--- src/rtl/ahb_pkg.sv ---
// Shared encodings for the AHB-Lite decoder: transfer types, data-phase select codes
// and default-slave states.
package ahb_pkg;

  localparam int REGION_W = 4;

  localparam logic [1:0] HTRANS_IDLE   = 2'b00;
  localparam logic [1:0] HTRANS_BUSY   = 2'b01;
  localparam logic [1:0] HTRANS_NONSEQ = 2'b10;
  localparam logic [1:0] HTRANS_SEQ    = 2'b11;

  localparam logic [2:0] SEL_S1   = 3'b000;
  localparam logic [2:0] SEL_S2   = 3'b001;
  localparam logic [2:0] SEL_S3   = 3'b010;
  localparam logic [2:0] SEL_NONE = 3'b011;

  localparam logic [1:0] DS_IDLE = 2'b00;
  localparam logic [1:0] DS_ERR1 = 2'b01;
  localparam logic [1:0] DS_ERR2 = 2'b10;

  // One-hot address-phase decode to data-phase select code; no match -> SEL_NONE.
  function automatic logic [2:0] encode_sel(input logic s1, input logic s2, input logic s3);
    if (s1)      return SEL_S1;
    else if (s2) return SEL_S2;
    else if (s3) return SEL_S3;
    else         return SEL_NONE;
  endfunction

endpackage

--- src/rtl/ahb_default_slave.sv ---
// Built-in default slave: answers an accepted unmapped NONSEQ/SEQ with a two-cycle
// ERROR response (wait + error, then ready + error).
module ahb_default_slave
  import ahb_pkg::*;
(
  input  logic hclk,
  input  logic hresetn,
  input  logic hready,
  input  logic start_err,
  output logic ds_hready,
  output logic ds_hresp
);

  logic [1:0] state_q;
  logic [1:0] state_d;

  always_comb begin
    state_d = state_q;
    case (state_q)
      DS_IDLE: if (hready && start_err) state_d = DS_ERR1;
      DS_ERR1: state_d = DS_ERR2;
      DS_ERR2: begin
        // A new unmapped transfer accepted here chains straight into another error.
        if (hready) state_d = start_err ? DS_ERR1 : DS_IDLE;
      end
      default: state_d = DS_IDLE;
    endcase
  end

  always_ff @(posedge hclk or negedge hresetn) begin
    if (!hresetn) state_q <= DS_IDLE;
    else          state_q <= state_d;
  end

  always_comb begin
    ds_hready = 1'b1;
    ds_hresp  = 1'b0;
    case (state_q)
      DS_ERR1: begin ds_hready = 1'b0; ds_hresp = 1'b1; end
      DS_ERR2: begin ds_hready = 1'b1; ds_hresp = 1'b1; end
      default: begin ds_hready = 1'b1; ds_hresp = 1'b0; end
    endcase
  end

endmodule

--- src/rtl/ahb_decoder_ctrl.sv ---
// AHB-Lite address decoder and data-phase controller: address decode, registered
// read-mux select, and merge of slave ready/response with the default slave.
module ahb_decoder_ctrl
  import ahb_pkg::*;
#(
  parameter logic [REGION_W-1:0] S1_REGION = 4'h0,
  parameter logic [REGION_W-1:0] S2_REGION = 4'h1,
  parameter logic [REGION_W-1:0] S3_REGION = 4'h2
) (
  input  logic        hclk,
  input  logic        hresetn,
  input  logic [31:0] haddr,
  input  logic [1:0]  htrans,
  input  logic        hreadyout1,
  input  logic        hresp1,
  input  logic        hreadyout2,
  input  logic        hresp2,
  input  logic        hreadyout3,
  input  logic        hresp3,
  output logic        hsel1,
  output logic        hsel2,
  output logic        hsel3,
  output logic [2:0]  sel,
  output logic        hready,
  output logic        hresp
);

  logic [REGION_W-1:0] region;
  logic                unmapped;
  logic                start_err;
  logic [2:0]          sel_q;
  logic [2:0]          sel_d;
  logic                ds_hready;
  logic                ds_hresp;
  logic                unused_ok;

  assign region   = haddr[31:32-REGION_W];
  assign hsel1    = (region == S1_REGION);
  assign hsel2    = (region == S2_REGION);
  assign hsel3    = (region == S3_REGION);
  assign unmapped = ~(hsel1 | hsel2 | hsel3);

  // Only NONSEQ/SEQ (htrans[1] set) to an unmapped region earns an ERROR.
  assign start_err = unmapped & htrans[1];
  assign unused_ok = ^{haddr[31-REGION_W:0], htrans[0]};

  always_comb begin
    sel_d = sel_q;
    if (hready) sel_d = encode_sel(hsel1, hsel2, hsel3);
  end

  always_ff @(posedge hclk or negedge hresetn) begin
    if (!hresetn) sel_q <= SEL_NONE;
    else          sel_q <= sel_d;
  end

  assign sel = sel_q;

  ahb_default_slave u_default_slave (
    .hclk      (hclk),
    .hresetn   (hresetn),
    .hready    (hready),
    .start_err (start_err),
    .ds_hready (ds_hready),
    .ds_hresp  (ds_hresp)
  );

  // Illegal 1xx codes fall through to the default slave, same as SEL_NONE.
  always_comb begin
    hready = ds_hready;
    hresp  = ds_hresp;
    case (sel_q)
      SEL_S1:  begin hready = hreadyout1; hresp = hresp1; end
      SEL_S2:  begin hready = hreadyout2; hresp = hresp2; end
      SEL_S3:  begin hready = hreadyout3; hresp = hresp3; end
      default: begin hready = ds_hready;  hresp = ds_hresp; end
    endcase
  end

endmodule

--- config.mk ---
export PLATFORM = sky130hd
export DESIGN_NAME = ahb_decoder_ctrl
export DESIGN_NICKNAME = d
export VERILOG_FILES = /design/src/rtl/ahb_pkg.sv /design/src/rtl/ahb_default_slave.sv /design/src/rtl/ahb_decoder_ctrl.sv
export SDC_FILE = /design/constraint.sdc
export NUM_CORES = 1
export LEC_CHECK = 0
export ABC_AREA = 1
export ABC_CLOCK_PERIOD_IN_PS = 3800
export BUFFER_PORTS_ARGS = -buffer_cell sky130_fd_sc_hd__buf_2
export CORE_MARGIN = 5
export CORE_UTILIZATION = 25
export CTS_CLUSTER_DIAMETER = 200
export CTS_CLUSTER_SIZE = 28
export DETAILED_ROUTE_END_ITERATION = 12
export PLACE_DENSITY = 0.66
export SYNTH_ARGS = -nofsm -noshare
export SYNTH_HDL_FRONTEND = slang
export SYNTH_SLANG_ARGS = --single-unit
--- constraint.sdc ---
create_clock -name hclk -period 3.8 [get_ports hclk]
set_clock_uncertainty 0.05 [all_clocks]
set_input_delay 0.19 -clock hclk [delete_from_list [all_inputs] [get_ports hclk]]
set_output_delay 0.19 -clock hclk [all_outputs]
set_load 0.03 [all_outputs]
---- After elaboration in Yosys (flattened, before gate mapping) ----
Index checks and enable logic that the tools add are counted.
operators by class
  equal/unequal tests ..................... 8
  muxes and demuxes ....................... 11
  bitwise operators ....................... 4
  reduce and logical (&&, ||, !) cells .... 6
operators by type and width
  kind                number
  $mux 2              4
  $pmux 1 s3          2
  $pmux 2 s3          1
  $eq 4x1->1 const B  1
  $eq 4x2->1 const B  1
  $logic_not 4->1     1
  $mux 1              4
  $ne 2x1->1 const B  2
  $eq 3x1->1 const B  1
  $eq 3x2->1 const B  1
  $logic_not 3->1     1
  $eq 2x1->1 const B  1
  $eq 2x2->1 const B  1
  $logic_not 2->1     1
  $or 1x1->1          2
  $reduce_and 2->1    1
  $reduce_or 2->1     1
  $and 1x1->1         1
  $logic_and 1x1->1   1
  $not 1->1           1
word-level totals
  bits in registers ....................... 5
  bits of input ports ..................... 42
  output and inout port bits .............. 8
  logic and storage cells ................. 31

---- Longest topological paths before layout ----
  word-level depth ........................ 8
  mapped depth ............................ 8
  mapped depth without buffers ............ 8

---- Modules after synthesis ----
From an unflattened synthesis, not the netlist that was laid out.
second synthesis, totals
  cells, all modules ...................... 65
  area total of the unflattened synthesis .. 424.2 µm²
by module, submodules not included
  module             instances  cells an instance  area an instance (µm²)  sequential area each (µm²)
  ahb_decoder_ctrl   1          40                 234.0                   52.6
  ahb_default_slave  1          25                 190.2                   50.0

---- Worst setup path after synthesis ----
No wires, ideal clock.
  path kind ............................... reg2reg
  start ................................... register sel_q[1], in the netlist sel[1]
  end ..................................... register u_default_slave.state_q[0]
  library setup time ...................... 65 ps
  data arrival time ....................... 1333 ps
  required time ........................... 3685 ps
  path slack .............................. 2352 ps
  cell stages (with the launch flop) ...... 7
  path buffers ............................ 0
  period minus slack after synthesis ...... 1448 ps
  path through ............................ dfstp_2 -> inv_1 -> nand3_1 -> nand4_4 -> nand2_2 -> nand3_1 -> nand2_1
on the way
  longest elaborated chain between the ends .. 5
  elaborated cells between the ends (all ways) .. 8
  classes of those cells .................. eq/ne: 4; mux: 1; reduce/logical: 3
RTL lines
  element                              RTL line                 RTL
  start, declared                      ahb_decoder_ctrl.sv:31   logic [2:0] sel_q;
  start signal, assigned               ahb_decoder_ctrl.sv:54   else sel_q <= sel_d;
  $eq 3x2->1 (tied with other cells)   ahb_decoder_ctrl.sv:72   case (sel_q)
  $pmux 1 s3 *                         ahb_decoder_ctrl.sv:72
  named net hready                     ahb_decoder_ctrl.sv:24   output logic hready,
  $logic_and 1x1->1                    ahb_default_slave.sv:20  DS_IDLE: if (hready && start_err) state_d = DS_ERR1;
  $ne 2x1->1 (no source line)          --
  $reduce_and 2->1 (no source line) *  --
  end signal, assigned                 ahb_default_slave.sv:32  else state_q <= state_d;
  end, declared                        ahb_default_slave.sv:14  logic [1:0] state_q;
The timed path passes the listed nets; every way through them passes the cells marked *.
A chain may end at the register's enable or synchronous reset.

---- Worst setup path in the final report ----
  start ................................... register u_default_slave.state_q[1]
  end ..................................... output hready
on the way
  longest elaborated chain between the ends .. 3
RTL lines
  element        RTL line                 RTL
  $eq 2x1->1     ahb_default_slave.sv:38  case (state_q)
  $mux 1         ahb_default_slave.sv:38
  $pmux 1 s3     ahb_decoder_ctrl.sv:72
  end, declared  ahb_decoder_ctrl.sv:24
Every way passes these cells.

==> key figures <==
Drt
  • Top sig layer: met3
  • Initial DRC count: 4
  • Final WL: approximately 900 um
  • Wl on met1: approximately 410 um
  • DR vias: 424
  • Routed wire length per instance: 9.57 um
  • Drt drc: 0
  • DR pass1 iterations: 3
  • Met2 Routed Length: 407 um
  • Met3 WL post-DR: 81 um
  • Via density: 4.51
  • Number of routed nets with antenna violations: 0

Floorplanning
  • # IOs: 50
  • Die area: 0.00242 mm2
  • Die H: 49.2 um
  • Initial core utilization: 25.8%
  • Core area: 0.00149 mm2
  • Die W: roughly 50 um
  • FP Rows: 14

Clock tree
  • H-tree Lvls: 1
  • Bufs on Longest Clock Path: 2
  • Total setup buffers inserted after CTS: 0
  • Clock Latency Late Sink: 230 ps
  • Post-CTS Resized: 0
  • CTS Root Buffer Type: clkbuf_4
  • Post-CTS Hold Fix Bufs: 1
  • Inserted Clock Buffers: 3
  • Clock Sink Count: 4
  • Clk slew on worst S/H paths: 40 ps
  • CTS tree: built

Pwr
  • Comb pwr share: between 60% and 70%
  • Power per cell area: 824 mW/mm2
  • Psw: 230 uW
  • Clock power frac: 13.1%
  • Seq pwr share: 23.0%
  • Static Leak: 0.310 nW
  • Maximum vdd drop: 317 uV
  • Int Pwr: a little over 200 uW
  • Switching Fraction: 52.9%

Critical path
  • Worst path slowest cell: dfrtp_1
  • Buf+Inv Stages, Crit Path: 3
  • Cell mode on critical path: inv_1
  • Critical path capture point type: output pin
  • Reg2reg path depth: 8
  • Critical path type: reg2out
  • Worst Path Arrival: around 1400 ps
  • Stages on worst setup path: 6
  • CP Launch Type: register
  • Reg-to-reg endpoint: u_default_slave.state_q[1]
  • R2R setup slack: 2460 ps
  • Max stage delay on crit path: approximately 380 ps
  • CP top delay family: flip-flops
  • End of the critical path: hready
  • Crit-path cells: inv_1, ha_1, inv_1, nand3_1, nand4_4, buf_2
  • Worst r2r src: u_default_slave.state_q[1]
  • Critical Path RT: 3560 ps
  • Max FO, Critical Path: 7
  • CP startpoint: u_default_slave.state_q[1]

Synthesis
  • Synth top area cells: ha_1, nand3_1, dfstp_2
  • Gate Count Post-Synth: 55
  • Yosys top cell area share: 16.3%
  • Register area share after synthesis: 26.7%
  • Async SR Flop Fraction: 100%
  • Area leader, netlist: ha_1
  • Synthesis Warnings: 0
  • Post-Syn Nets: ~100
  • Count leader, synth: nand3_1
  • EDFF count, synth: 0
  • Synth Cell Area: 384 um2
  • Syn_area_per_cell: 6.98 um2
  • Netlist cell types: 14
  • Synth Flop Type: dfstp_2
  • Post-synth top cells: nand3_1, nand2_1, inv_1
  • Register bit total from synthesis: 4

Placed design
  • RD Place Congestion: 0.723
  • Port buffer count: 19
  • Placed cell areas: 492 um2

Flow run
  • Max-cap violations: 0

Global route
  • Tot GR Track Use: 7.68%
  • Initial antenna violation count: 0
  • Vias in the first global route: 391
  • First-pass GRT wire length: 1.46 mm
  • Largest net degree at the start of global routing: 8
  • Grt ovf: 0

Final layout
  • Sequential cell area: 103 um2
  • Post-layout nets: 126
  • Syn-to-layout area delta: 37.5%
  • Final Cell Area: 528 um2
  • Number of fill cells: 147
  • Ant diodes: 0
  • Share of layout cells above drive strength 1: 33.3%
  • Area occupied by multi-input gates: 240 um2

STA
  • RSZ-0062 raised after global routing: no
  • Setup TNS: 0 ps
  • Fin. Hold Viols: 0
  • Ratio of final minimum period to clock period: ~44%
  • Max Slew Vio Count: 0
  • Post-layout min period: ~1700 ps
  • Final setup violation count: 0
  • Max Clock Freq: between 500 and 600 MHz

Min path
  • Hold Crit Class: in2async

Run status
  • Status: complete, no violations
==> routing by layer <==
| layer | global-route usage (%) | vias to the layer above |
|---|---|---|
| met2 | 11.6 | 18 |
| met1 | 9.01 | 184 |
| met5 | 0 | - |
| li1 | - | 222 |
| met4 | 5.38 | 0 |
| met3 | 2.45 | 0 |
==> worst min path at each step <==
stage / startpoint / end / slack [ps] / depth (start not counted)
3_5_place_dp: hresetn / u_default_slave.state_q[1] / -50 / 1
6_report: hresetn / u_default_slave.state_q[1] / 240 / 2
3_3_place_gp: hresetn / u_default_slave.state_q[0] / -50 / 1
4_1_cts: hresetn / u_default_slave.state_q[1] / 220 / 2
2_1_floorplan: hresetn / u_default_slave.state_q[0] / -160 / 0
5_1_grt: hresetn / u_default_slave.state_q[1] / 240 / 2
==> sequential cells by signal, indices dropped and copies added, names as in the netlist <==
name	cells
sel	2
u_default_slave.state_q	2
==> metrics by stage <==
stage          cells  util (%)  total power [mW]  hold WS, ps  setup slack (ps)
2_1_floorplan     55         -             0.311         -156              2350
3_3_place_gp      89      33.0             0.379        -51.6              2370
3_5_place_dp      89      33.0             0.383        -47.2              2350
4_1_cts           94      35.5             0.445          224              2090
5_1_grt           94      35.5             0.479          242              2040
6_report          94      35.5             0.435          238              2120
==> cell families (layout without fill, tap and decap cells) <==
logic type / count (synthesis) / after routing / share of synthesized area, %
compound gates: 3 / 3 / 3.91
fa+ha+maj: 5 / 5 / 16.3
buf+inv: 10 / 33 / 10.7
flops: 4 / 4 / 26.7
other cells: 1 / 1 / 0.976
simple gates: 32 / 32 / 41.4
==> placed cells by master, fill, tap and decap left out, types with 2 or more instances in the layout <==
cell	n
inv_1	9
dfrtp_1	2
o21ai_0	3
ha_1	5
nand2_1	10
nor2_1	6
clkbuf_4	3
buf_2	19
nand3_1	12
dfstp_2	2
==> power by group through the flow <==
stage	clock [mW]	sequential, mW	combinational, mW
floorplan	0	0.117	0.194
global placement	0	0.101	0.278
detailed placement	0	0.100	0.283
CTS	0.0611	0.0993	0.284
global route	0.0644	0.103	0.312
finish	0.0568	0.100	0.278
==> final cells by class <==
class / instances / share of cell area [%]
Timing Repair Buffer: 20 / 19.9
Sequential cell: 4 / 19.4
Clock buffer: 4 / 4.98
Tap cell: 16 / 3.79
Multi-Input combinational cell: 41 / 45.5
Inverter: 9 / 6.40
Power figures use the tool's default switching activity.
